**src/rtl/cntry_vehicle_sensor.sv**
```systemverilog
// Country-road vehicle queue model feeding the light controller's x request, plus a light-safety monitor.
// Latency: all outputs registered, one edge after the causing input. Backpressure: none; arrivals at a full queue are dropped.
module cntry_vehicle_sensor #(
   parameter int MAX_Q      = 15,
   parameter int CW         = 4,
   parameter int DEPART_CYC = 3
) (
   input  logic          clk,
   input  logic          clear,
   input  logic          car_arrive,
   input  logic [1:0]    hwy,
   input  logic [1:0]    cntry,
   output logic          x,
   output logic [CW-1:0] queue_cnt,
   output logic          depart,
   output logic          overflow,
   output logic          safety_err
);

   localparam int            TW    = (DEPART_CYC > 1) ? $clog2(DEPART_CYC) : 1;
   localparam logic [CW-1:0] QMAX  = CW'(MAX_Q);
   localparam logic [TW-1:0] TLAST = TW'(DEPART_CYC - 1);
   localparam logic [1:0]    RED   = 2'd0;
   localparam logic [1:0]    GREEN = 2'd2;
   localparam logic [1:0]    ILL   = 2'd3;

   typedef enum logic [1:0] {IDLE, WAITING, SERVING} state_t;

   state_t          state_q, state_d;
   logic [CW-1:0]   queue_q, queue_d;
   logic [TW-1:0]   timer_q, timer_d;
   logic            x_q, x_d;
   logic            depart_q, depart_d;
   logic            ovf_q, ovf_d;
   logic            serr_q, serr_d;
   logic            dep;

   always_comb begin
      queue_d  = queue_q;
      ovf_d    = ovf_q;
      state_d  = state_q;
      timer_d  = '0;
      // SERVING always implies a non-empty queue, so a departure can never underflow.
      dep      = (state_q == SERVING) && (timer_q == TLAST);
      depart_d = dep;

      if (car_arrive && !dep) begin
         if (queue_q == QMAX) ovf_d = 1'b1;
         else                 queue_d = queue_q + 1'b1;
      end else if (!car_arrive && dep) begin
         queue_d = queue_q - 1'b1;
      end

      if (queue_d == '0)         state_d = IDLE;
      else if (cntry == GREEN)   state_d = SERVING;
      else                       state_d = WAITING;

      // Count continues only while staying in SERVING; any (re)entry starts from zero.
      if ((state_q == SERVING) && (state_d == SERVING) && !dep)
         timer_d = timer_q + 1'b1;

      x_d    = (queue_d != '0);
      serr_d = serr_q || (hwy == ILL) || (cntry == ILL) ||
               ((hwy != RED) && (cntry != RED));
   end

   always_ff @(posedge clk or negedge clear) begin
      if (!clear) begin
         state_q  <= IDLE;
         queue_q  <= '0;
         timer_q  <= '0;
         x_q      <= 1'b0;
         depart_q <= 1'b0;
         ovf_q    <= 1'b0;
         serr_q   <= 1'b0;
      end else begin
         state_q  <= state_d;
         queue_q  <= queue_d;
         timer_q  <= timer_d;
         x_q      <= x_d;
         depart_q <= depart_d;
         ovf_q    <= ovf_d;
         serr_q   <= serr_d;
      end
   end

   assign x          = x_q;
   assign queue_cnt  = queue_q;
   assign depart     = depart_q;
   assign overflow   = ovf_q;
   assign safety_err = serr_q;

endmodule

```
**config.mk**
```make
export PLATFORM = sky130hd
export DESIGN_NAME = cntry_vehicle_sensor
export DESIGN_NICKNAME = d
export VERILOG_FILES = /design/src/rtl/cntry_vehicle_sensor.sv
export SDC_FILE = /design/constraint.sdc
export NUM_CORES = 1
export LEC_CHECK = 0
export CAP_MARGIN = 30
export CORE_UTILIZATION = 50
export DETAILED_ROUTE_END_ITERATION = 7
export HOLD_SLACK_MARGIN = 0.06
export PLACE_DENSITY = 0.86
export SLEW_MARGIN = 20
export SYNTH_ARGS = -nofsm -noshare
export SYNTH_HDL_FRONTEND = slang
export SYNTH_SLANG_ARGS = --single-unit
export TNS_END_PERCENT = 10
```
**constraint.sdc**
```tcl
create_clock -name clk -period 5.4 [get_ports clk]
set_clock_uncertainty 0.15 [all_clocks]
set_input_delay 0.81 -clock clk [delete_from_list [all_inputs] [get_ports clk]]
set_output_delay 0.81 -clock clk [all_outputs]
set_load 0.1 [all_outputs]
```
==> key figures <==
Clock network
  • Clk buf depth: 2
  • CTS H-tree depth: 1
  • Postcts setup bufs: 0
  • CTS tree: built
  • Cts bufs inserted: 3
  • Root Driver: clkbuf_4
  • TritonCTS Sinks: 12
  • Post_cts resized: 0
  • Clock transition at path regs: 0.07 ns
  • Worst-Skew Late Latency: 0.26 ns
  • Hold_buf cts: 0

GRT
  • Pin count of the biggest net entering global routing: 13
  • Total grt overflow: 0
  • First-pass GRT wire length: 2210 µm
  • Total GRT Usage: 21.8%
  • Vias in the first global route: 508
  • Initial antenna violation count: 0

Detailed routing
  • DRC: 0
  • Remaining antenna violation count: 0
  • DRT Wirelength: 1340 µm
  • DR WL/cell: 14.7 µm
  • Vias per inst: 5.76
  • Drt first-iter violations: 5
  • Vias: 524
  • Detailed Routing Iterations Pass 1: 3

Timing
  • Final slew viol count: 0
  • Hold Violations, Final: 0
  • RSZ-0062 raised after global routing: no
  • Slew @ Worst Pin: 0.970 ns
  • Final TNS setup: 0 ns
  • Fmax: 340 MHz
  • Slew margin rel.: 35.1%
  • Period utilization: 54.5%
  • Min Tclk post-route: 2.94 ns
  • Finish-stage setup viols: 0

Yosys
  • Synthesized instance count: 60
  • Syn Area/Cell: 11.1 µm²
  • Synth Cell Area: 668 µm²
  • Syn nets: 70
  • Synth cell types: 30
  • Syn. warnings: 0
  • Sequential cell area fraction in the yosys report: 44.9%
  • #FFs+latches synth: 12

Cells and area
  • Sequential Area: 300 µm²
  • Filler cells: 92
  • Final #Nets: 89
  • Fin util: 72.4%
  • P&R area growth vs syn: 27.0%
  • Ratio of cells with drive above 1 in the final layout: 14.3%
  • Area of the multi-input gates: 353 µm²
  • Number of diodes: 0

Setup path
  • CP Class: reg2out
  • Crit-path max cell delay: 1.20 ns
  • Crit path DAT: 1.98 ns
  • Critical path startpoint category: flop
  • Ordered list of cells on the worst path: clkdlybuf4s50_1
  • Required @ worst endpoint: 4.44 ns
  • Buffers & Inverters on Critical Path: 1
  • Critical Path End Type: output pin
  • Slowest cell on the critical path: clkdlybuf4s50_1
  • Delay-heaviest family, CP: buffers and inverters
  • Cell count along the critical path: 1
  • Peak fanout along the critical path: 9
  • Reg2Reg Depth: 7

Die
  • Core outline area: 1170 µm²
  • Die Height: 38.6 µm
  • DIE AREA: 1490 µm²
  • Die width: 38.6 µm
  • IO Pins: 15
  • # rows: 12
  • Initial cell density of the core: 57.1%

Min path
  • Hold WC Path Type: reg2reg
  • Hold Crit Depth: 1

Placement
  • PortBufs: 14
  • GP Congestion: 0.831
  • Post-DP HPWL: 1060 µm

Run
  • Max Cap Viol: 0

Pwr
  • Total power: 0.524 mW
  • Leak: 0.356 nW
  • Max rail drop VDD: 396 µV
  • Pwr Density: 617 nW/µm²

Run status
  • Status: finished, final reports clean
-- flip-flops by register name, summed over array words and instances, names as in the netlist --
name / count
queue_cnt: 4
state_q: 2
timer_q: 2
depart: 1
overflow: 1
safety_err: 1
x: 1
-- stage by stage --
step / cell area [µm²] / hold slack (ns) / worst slack [ns] / instances
after floorplan: 668 / 0.268 / 2.87 / 60
after global placement: 826 / 0.288 / 2.58 / 88
final: 848 / 0.310 / 2.46 / 91
after CTS: 848 / 0.308 / 2.45 / 91
after global routing: 848 / 0.327 / 2.40 / 91
after detailed placement: 826 / 0.293 / 2.51 / 88
-- Yosys cell counts (all sizes together) --
master,number,area share [%]
o2bb2ai,1,1.3
and3,1,0.94
nor3,2,1.5
nand3b,2,2.8
and2,1,0.94
ha,3,5.6
nor2,2,1.1
xnor2,1,1.3
a22o,1,1.3
a21boi,2,2.2
o21ai,5,3.7
a311o,1,1.7
inv,4,2.2
or3,1,0.94
a2bb2oi,1,1.3
and4b,1,1.7
dfrtp,12,45
a2111oi,2,4.5
nand2,5,2.8
o21bai,2,2.2
and2b,1,1.1
maj3,1,1.5
nor4b,1,3.6
and4bb,1,2.4
a21oi,4,4.7
nand3,2,1.5
-- report_power, final --
part	internal [mW]	leakage, nW	total, mW	switching, mW
registers	0.114	0.141	0.152	0.0383
logic	0.0893	0.202	0.318	0.229
clock network	0.0257	0.0138	0.0534	0.0277
-- kinds of logic (layout without fill, tap and decap cells) --
logic type,Yosys count,in the layout,synth area share (%)
AND/OR/NAND/NOR,20,20,21.4
AO/OA/AOI/OAI,19,19,23.0
flip-flops,12,12,44.9
adder cells (fa/ha/maj),4,4,7.12
buffers and inverters,4,21,2.25
XOR/XNOR,1,1,1.31
-- layer usage --
layer  GRT usage (%)  wire length [µm]
met4            6.03                 4
met3            4.07                46
met5               0                 0
met2            35.8               669
met1            29.0               619
-- area by class of cell --
type	instances	share of cell area, %
Timing Repair Buffer	14	16.5
Sequential cell	12	35.4
Tap cell	14	2.06
Clock buffer	3	2.65
Inverter	4	1.77
Multi-Input combinational cell	44	41.6
-- worst paths after layout --
check | startpoint | to | slack (ns)
worst max-delay path | queue_cnt[1] | queue_cnt[1] | 2.46
worst min-delay path | timer_q[0] | timer_q[0] | 0.31
worst max register to register | timer_q[0] | timer_q[1] | 3.20
worst min register to register | timer_q[0] | timer_q[0] | 0.31
max in group asynchronous | clear | overflow | 4.00
min in group asynchronous | clear | depart | 0.75
-- cells in the final DEF (no fill, tap or decap), types with 2 or more instances in the layout --
cell type        instances
nand2_1                  5
inv_1                    4
clkbuf_4                 3
o21bai_1                 2
nor3_1                   2
o21ai_0                  4
nand3_1                  2
dfrtp_1                 12
a21oi_1                  3
a2111oi_2                2
ha_1                     3
nor2_1                   2
clkdlybuf4s50_1         14
Note: power is estimated with default switching activity, not from simulation.
